**src/rtl/dma_pkg.sv**
```systemverilog
// Shared definitions for the chip-bus DMA slot scheduler: owner codes,
// fixed-slot kinds, DMACON bit positions and register addresses.
package dma_pkg;

   // Slot owner codes driven onto the chip RAM address mux select.
   typedef enum logic [2:0] {
      OWN_CPU      = 3'd0,
      OWN_REFRESH  = 3'd1,
      OWN_DISK     = 3'd2,
      OWN_AUDIO    = 3'd3,
      OWN_SPRITE   = 3'd4,
      OWN_BITPLANE = 3'd5,
      OWN_COPPER   = 3'd6,
      OWN_BLITTER  = 3'd7
   } owner_e;

   // Kind of fixed slot found at a given slot index.
   typedef enum logic [2:0] {
      FK_NONE    = 3'd0,
      FK_REFRESH = 3'd1,
      FK_DISK    = 3'd2,
      FK_AUDIO   = 3'd3,
      FK_SPRITE  = 3'd4
   } fixed_kind_e;

   // DMACON bit positions (audio channels occupy bits 3:0).
   localparam logic [3:0] DC_BLTPRI = 4'd10;
   localparam logic [3:0] DC_DMAEN  = 4'd9;
   localparam logic [3:0] DC_BPLEN  = 4'd8;
   localparam logic [3:0] DC_COPEN  = 4'd7;
   localparam logic [3:0] DC_BLTEN  = 4'd6;
   localparam logic [3:0] DC_SPREN  = 4'd5;
   localparam logic [3:0] DC_DSKEN  = 4'd4;

   // Full byte addresses of the control/status registers.
   localparam logic [8:0] DMACON_ADDR  = 9'h096;
   localparam logic [8:0] DMACONR_ADDR = 9'h002;

   // Slots at or beyond this index never carry fixed DMA.
   localparam logic [7:0] SLOT_WRAP = 8'hE3;

   // An enable only counts when the master DMA enable is also set.
   function automatic logic dma_on(input logic [10:0] dmacon, input logic [3:0] idx);
      return dmacon[DC_DMAEN] & dmacon[idx];
   endfunction

endpackage

```
**src/rtl/dma_slot_decode.sv**
```systemverilog
// Combinational slot-index decoder: maps slot S to the fixed DMA kind
// reserved there (if any) and the audio/sprite channel number.
module dma_slot_decode
   import dma_pkg::*;
#(
   parameter logic [7:0] REFRESH_FIRST = 8'h01,
   parameter logic [7:0] DISK_FIRST    = 8'h09,
   parameter logic [7:0] AUDIO_FIRST   = 8'h0F,
   parameter logic [7:0] SPRITE_FIRST  = 8'h17
) (
   input  logic [7:0]  slot,
   output fixed_kind_e fixed_kind,
   output logic [2:0]  channel
);

   logic [3:0] ref_hit;
   logic [2:0] dsk_hit;
   logic [3:0] aud_hit;
   logic [7:0] spr_hit;

   genvar gi;
   generate
      for (gi = 0; gi < 4; gi++) begin : g_ref
         assign ref_hit[gi] = (slot == REFRESH_FIRST + 8'(2 * gi));
      end
      for (gi = 0; gi < 3; gi++) begin : g_dsk
         assign dsk_hit[gi] = (slot == DISK_FIRST + 8'(2 * gi));
      end
      for (gi = 0; gi < 4; gi++) begin : g_aud
         assign aud_hit[gi] = (slot == AUDIO_FIRST + 8'(2 * gi));
      end
      for (gi = 0; gi < 8; gi++) begin : g_spr
         assign spr_hit[gi] = (slot == SPRITE_FIRST + 8'(4 * gi)) ||
                              (slot == SPRITE_FIRST + 8'(4 * gi + 2));
      end
   endgenerate

   // Priority-encode the hit vectors; slots past the wrap point are always variable.
   always_comb begin
      fixed_kind = FK_NONE;
      channel    = 3'd0;
      if (slot < SLOT_WRAP) begin
         if (|ref_hit) begin
            fixed_kind = FK_REFRESH;
         end else if (|dsk_hit) begin
            fixed_kind = FK_DISK;
         end else if (|aud_hit) begin
            fixed_kind = FK_AUDIO;
            for (int i = 0; i < 4; i++) begin
               if (aud_hit[i]) channel = 3'(i);
            end
         end else if (|spr_hit) begin
            fixed_kind = FK_SPRITE;
            for (int i = 0; i < 8; i++) begin
               if (spr_hit[i]) channel = 3'(i);
            end
         end
      end
   end

endmodule

```
**src/rtl/dma_slot_scheduler.sv**
```systemverilog
// Chip-bus DMA slot arbiter. Holds DMACON and, on every clk edge with
// cck=1, registers the owner of the current slot (1 clk latency).
// Optional feature macro: BLT_STARVE_GUARD_EN -- when defined, a blitter
// starvation guard hands every third CPU-blocking blitter slot to the CPU
// unless BLTPRI is set.
module dma_slot_scheduler
   import dma_pkg::*;
#(
   parameter logic [7:0] REFRESH_FIRST = 8'h01,
   parameter logic [7:0] DISK_FIRST    = 8'h09,
   parameter logic [7:0] AUDIO_FIRST   = 8'h0F,
   parameter logic [7:0] SPRITE_FIRST  = 8'h17,
   parameter int         STARVE_LIMIT  = 2
) (
   input  logic        clk,
   input  logic        reset,
   input  logic        cck,
   input  logic [8:0]  hpos,
   input  logic        vbl,
   input  logic        vblend,
   input  logic [7:0]  reg_address_in,
   input  logic [15:0] data_in,
   output logic [15:0] data_out,
   input  logic        bbusy,
   input  logic        dsk_req,
   input  logic [3:0]  aud_req,
   input  logic        bpl_req,
   input  logic        cop_req,
   input  logic        blt_req,
   input  logic        cpu_req,
   output logic [2:0]  owner,
   output logic [1:0]  aud_sel,
   output logic [2:0]  spr_sel,
   output logic        cpu_wait
);

   localparam logic [7:0] DMACON_REG  = DMACON_ADDR[8:1];
   localparam logic [7:0] DMACONR_REG = DMACONR_ADDR[8:1];

   logic [7:0]  slot;
   fixed_kind_e fixed_kind;
   logic [2:0]  channel;
   logic [10:0] dmacon_reg;
   logic        dmacon_wr;
   owner_e      owner_reg, owner_next;
   logic [1:0]  aud_sel_reg, aud_sel_next;
   logic [2:0]  spr_sel_reg, spr_sel_next;
   logic        fixed_hit;
   logic        starve_block;
   logic [4:0]  inputs_unused;

   // hpos[0] selects the clk within a colour clock and data_in[14:11] are unused.
   assign inputs_unused = {hpos[0], data_in[14:11]};
   assign slot          = hpos[8:1];
   assign dmacon_wr     = (reg_address_in == DMACON_REG);

   dma_slot_decode #(
      .REFRESH_FIRST (REFRESH_FIRST),
      .DISK_FIRST    (DISK_FIRST),
      .AUDIO_FIRST   (AUDIO_FIRST),
      .SPRITE_FIRST  (SPRITE_FIRST)
   ) u_decode (
      .slot       (slot),
      .fixed_kind (fixed_kind),
      .channel    (channel)
   );

   // DMACON set/clear register; a write lands after the decision on the same edge.
   always_ff @(posedge clk) begin
      if (reset) begin
         dmacon_reg <= 11'd0;
      end else if (dmacon_wr) begin
         if (data_in[15]) dmacon_reg <= dmacon_reg | data_in[10:0];
         else             dmacon_reg <= dmacon_reg & ~data_in[10:0];
      end
   end

   // Slot decision: fixed slot if used, otherwise bitplane > copper > blitter > CPU.
   always_comb begin
      owner_next   = OWN_CPU;
      aud_sel_next = aud_sel_reg;
      spr_sel_next = spr_sel_reg;
      fixed_hit    = 1'b0;
      case (fixed_kind)
         FK_REFRESH: begin
            owner_next = OWN_REFRESH;
            fixed_hit  = 1'b1;
         end
         FK_DISK: begin
            if (dsk_req && dma_on(dmacon_reg, DC_DSKEN)) begin
               owner_next = OWN_DISK;
               fixed_hit  = 1'b1;
            end
         end
         FK_AUDIO: begin
            if (aud_req[channel[1:0]] && dma_on(dmacon_reg, {2'b00, channel[1:0]})) begin
               owner_next   = OWN_AUDIO;
               aud_sel_next = channel[1:0];
               fixed_hit    = 1'b1;
            end
         end
         FK_SPRITE: begin
            if (dma_on(dmacon_reg, DC_SPREN) && (!vbl || vblend) && !bpl_req) begin
               owner_next   = OWN_SPRITE;
               spr_sel_next = channel;
               fixed_hit    = 1'b1;
            end
         end
         default: ;
      endcase
      if (!fixed_hit) begin
         if (bpl_req && dma_on(dmacon_reg, DC_BPLEN)) begin
            owner_next = OWN_BITPLANE;
         end else if (!slot[0] && cop_req && dma_on(dmacon_reg, DC_COPEN)) begin
            owner_next = OWN_COPPER;
         end else if (blt_req && dma_on(dmacon_reg, DC_BLTEN)) begin
            owner_next = starve_block ? OWN_CPU : OWN_BLITTER;
         end
      end
   end

   // Register the decision only on colour-clock edges; hold in between.
   always_ff @(posedge clk) begin
      if (reset) begin
         owner_reg   <= OWN_CPU;
         aud_sel_reg <= 2'd0;
         spr_sel_reg <= 3'd0;
      end else if (cck) begin
         owner_reg   <= owner_next;
         aud_sel_reg <= aud_sel_next;
         spr_sel_reg <= spr_sel_next;
      end
   end

`ifdef BLT_STARVE_GUARD_EN
   logic [1:0] starve_cnt_reg, starve_cnt_next;

   assign starve_block = (starve_cnt_reg == 2'(STARVE_LIMIT));

   // Count blitter grants that stall a waiting CPU; any CPU grant or idle CPU resets it.
   always_comb begin
      starve_cnt_next = starve_cnt_reg;
      if (!cpu_req || owner_next == OWN_CPU) begin
         starve_cnt_next = 2'd0;
      end else if (owner_next == OWN_BLITTER && !dmacon_reg[DC_BLTPRI]) begin
         starve_cnt_next = starve_cnt_reg + 2'd1;
      end
   end

   // Starvation counter advances with the slot decision.
   always_ff @(posedge clk) begin
      if (reset)    starve_cnt_reg <= 2'd0;
      else if (cck) starve_cnt_reg <= starve_cnt_next;
   end
`else
   logic [1:0] starve_limit_unused;

   // Without the guard the blitter always beats the CPU and BLTPRI is storage only.
   assign starve_block        = 1'b0;
   assign starve_limit_unused = 2'(STARVE_LIMIT);
`endif

   assign owner    = owner_reg;
   assign aud_sel  = aud_sel_reg;
   assign spr_sel  = spr_sel_reg;
   assign cpu_wait = cpu_req && (owner_reg != OWN_CPU);
   assign data_out = (reg_address_in == DMACONR_REG) ?
                     {1'b0, bbusy, 3'b000, dmacon_reg} : 16'h0000;

endmodule
```
**config.mk**
```make
export PLATFORM = sky130hd
export DESIGN_NAME = dma_slot_scheduler
export DESIGN_NICKNAME = d
export VERILOG_FILES = /design/src/rtl/dma_pkg.sv /design/src/rtl/dma_slot_decode.sv /design/src/rtl/dma_slot_scheduler.sv
export SDC_FILE = /design/constraint.sdc
export NUM_CORES = 1
export LEC_CHECK = 0
export CORE_MARGIN = 10
export CORE_UTILIZATION = 23
export CTS_BUF_LIST = sky130_fd_sc_hd__clkbuf_16
export DETAILED_ROUTE_END_ITERATION = 10
export DONT_BUFFER_PORTS = 1
export GPL_ROUTABILITY_DRIVEN = 0
export GPL_TIMING_DRIVEN = 0
export PLACE_DENSITY = 0.48
export SLEW_MARGIN = 20
export SYNTH_ARGS = -nofsm -noshare
export SYNTH_HDL_FRONTEND = slang
export SYNTH_SLANG_ARGS = --single-unit
```
**constraint.sdc**
```tcl
create_clock -name clk -period 3.1 [get_ports clk]
set_input_delay 0.62 -clock clk [delete_from_list [all_inputs] [get_ports clk]]
set_output_delay 0.62 -clock clk [all_outputs]
set_load 0.03 [all_outputs]
```
==> metrics.md <==
| Metric | Value |
|---|---|
| Number of synthesized flops with an enable pin | 0 |
| Final period util | 86.7% |
| Util after Layout | 26.8% |
| Post-route design area | 1470 um2 |
| Layout Nets | 216 |
| Required @ worst endpoint | 2.48 ns |
| Vias in the first global route | 1,129 |
| Placed Area | 1390 um2 |
| Reg2Reg Depth | 7 |
| Top fanout value on the critical path | 10 |
| Max Slew Vio Count | 0 |
| Async S/R FF share, synth | 0% |
| Antenna Nets Post-Route | 0 |
| GRT Overall Usage | 8.91% |
| F_max | 0.372 GHz |
| Status | finished clean |
| Max cap viols | 0 |
| RSZ-0062 raised after global routing | false |
| Filler cells | 614 |
| IO Port Bufs | 0 |
| Comb pwr share | 10.5% |
| Top cells by count, synth | 23 x nand2_1, 20 x nor2_1, 19 x dfxtp_1, 13 x mux2i_1, 12 x and2_1 |
| Final hold vios | 0 |
| Most used flip-flop cell after synthesis | dfxtp_1 |
| Vias per cell | 4.67 |
| Share of power burned in registers | 43.5% |
| HP Class | flop to flop |
| Total Power | 0.000574 W |
| Crit end category | primary output |
| Power Dens Cells | 391 nW/um2 |
| CTS sink cnt | 19 |
| Top post-synthesis cells by area | dfxtp_1 30%, mux2i_1 10%, nand2_1 6.7%, and2_1 5.8%, nor2_1 5.8% |
| Htree depth | 1 |
| Register area share after synthesis | 29.5% |
| Core Rows | 27 |
| Mean Syn Cell Area | 8.05 um2 |
| Psw | 0.000134 W |
| Hold buffers post-CTS | 0 |
| R2R Path End | spr_sel[0] |
| Cell taking the most area after synthesis | dfxtp_1 |
| # diodes | 0 |
| Leakage | 0.574 nW |
| Minimum clock period | 2.69 ns |
| CP max stage delay | 0.40 ns |
| Register bit count reported by yosys | 19 |
| Worst setup SP type | input port |
| Clock slew at reported path FFs | 0.05 ns |
| Final setup fails | 0 |
| Routed WL per cell | 16.8 um |
| Most used cell, CP | nor4_1 |
| Hpwl dp | 3.27 mm |
| Hold depth | 2 |
| Count leader, synth | nand2_1 |
| Switching share of power | 23.4% |
| Worst EP arrival | 2.07 ns |
| R2R Setup Slk | 1.24 ns |
| Mapped Cells | 160 |
| Die height | 94.8 um |
| Drt total wl | 4.01 mm |
| Clk Latency, worst-skew pair | 0.25 ns |
| Synth warn | 0 |
| Yosys top cell area share | 29.5% |
| First-pass DRT Iterations | 4 |
| Fin Setup TNS | 0 ns |
| Placeable Area | 5470 um2 |
| Max Buffers Root-to-Sink | 2 |
| Post_cts resized | 0 |
| CTS buffer count | 3 |
| Internal Power | 0.000440 W |
| Layout area overhead | 14.0% |
| Area occupied by registers | 380 um2 |
| Yosys cell types | 47 |
| Largest net degree at the start of global routing | 11 |
| Worst path slowest cell | and2_1 |
| Syn Std Cell Area | 1290 um2 |
| Buffers inserted by post-CTS timing repair | 0 |
| I/O Pins | 73 |
| CTS tree | built |
| Clk Tree Root Cell | clkbuf_16 |
| WS Path Type | input port to primary output |
| Peak VDD IR | 0.249 mV |
| Vias | 1,117 |
| Die ar. | 8990 um2 |
| Layout cell share with drive strength beyond 1 | 12.6% |
| First-pass GRT wire length | 6.26 mm |
| Initial antenna violation count | 0 |
| Crit path cell chain | nor4_1, nand2_1, nor4_1, clkbuf_1, and2_1 |
| Clock Skew | 0.00203 ns |
| Overflow after GRT | 0 |
| Die W | 94.8 um |
| Multi-input gate area | 822 um2 |
| DRC viols | 0 |
| 1st-iter DRT viols | 41 |
| Starting Density | 23.5% |
| Clock network fraction of design power | 46.0% |
layout make-up:
class / instances / area share (%)
Multi-Input combinational cell: 125 / 56.0
Sequential cell: 19 / 25.9
Tap cell: 72 / 6.14
Buffer: 15 / 5.54
Clock buffer: 3 / 5.12
Inverter: 4 / 1.02
Clock inverter: 1 / 0.256
cells in the final DEF, fill, tap and decap left out, types with 2 or more instances in the layout:
| master | synthesis | routed |
|---|---|---|
| o21ai_1 | 3 | 3 |
| nor2b_1 | 2 | 2 |
| a21oi_1 | 4 | 4 |
| clkbuf_16 | 0 | 3 |
| buf_4 | 6 | 6 |
| nor4_1 | 2 | 2 |
| nor2_1 | 20 | 20 |
| a31oi_1 | 2 | 2 |
| conb_1 | 1 | 4 |
| dfxtp_1 | 19 | 19 |
| nor3_1 | 2 | 2 |
| o21ai_0 | 2 | 2 |
| mux2i_1 | 13 | 13 |
| inv_1 | 4 | 5 |
| clkbuf_1 | 6 | 6 |
| buf_2 | 2 | 2 |
| nand3_1 | 5 | 5 |
| nand4b_1 | 3 | 3 |
| and2_1 | 12 | 12 |
| nand4_1 | 2 | 2 |
| nand2_1 | 23 | 23 |
metrics by stage:
stage,setup slack (ns),instances,hold WS [ns]
after global placement,0.437,235,0.441
after floorplan,0.733,163,0.432
final,0.413,239,0.453
after CTS,0.393,239,0.456
after global routing,0.159,239,0.476
after detailed placement,0.393,235,0.449
worst max-delay path, delay by kind of cell:
family,cells,cell delay [ns]
and+or+nand+nor,4,1.07
buffers and inverters,1,0.37
kinds of logic (layout without fill, tap and decap cells):
kind of cell,count (synthesis),after routing,share of synthesized area (%)
AND/OR/NAND/NOR,80,80,33.1
flip-flops,19,19,29.5
other,1,4,0.291
buffers and inverters,19,23,7.48
AO/OA/AOI/OAI,24,24,15.1
multiplexers,14,14,11.9
XOR/XNOR,3,3,2.62
power groups by stage:
stage / registers (W) / clock network (W) / logic [W]
floorplan: 0.000254 / 0 / 0.0000521
global placement: 0.000255 / 0 / 0.0000607
detailed placement: 0.000255 / 0 / 0.0000606
CTS: 0.000250 / 0.000274 / 0.0000608
global route: 0.000250 / 0.000285 / 0.0000668
finish: 0.000250 / 0.000264 / 0.0000603
layer usage:
layer / GRT usage (%) / share of wire (%) / up-vias / wire length, um
met5: 0 / 0 / - / 0
met4: 2.49 / 1.2 / 0 / 50
met3: 5.23 / 12 / 4 / 473
met2: 13.6 / 45 / 42 / 1800
met1: 10.4 / 42 / 505 / 1680
li1: - / - / 566 / -
worst max path at each step:
stage	slack, ns	end	startpoint	cells past startpoint
detailed placement	0.39	data_out[9]	reg_address_in[2]	5
global placement	0.44	data_out[9]	reg_address_in[2]	5
global route	0.16	data_out[10]	reg_address_in[2]	5
floorplan	0.73	data_out[10]	reg_address_in[2]	5
finish	0.41	data_out[9]	reg_address_in[2]	5
CTS	0.39	data_out[9]	reg_address_in[2]	5
Power figures use the tool's default switching activity.
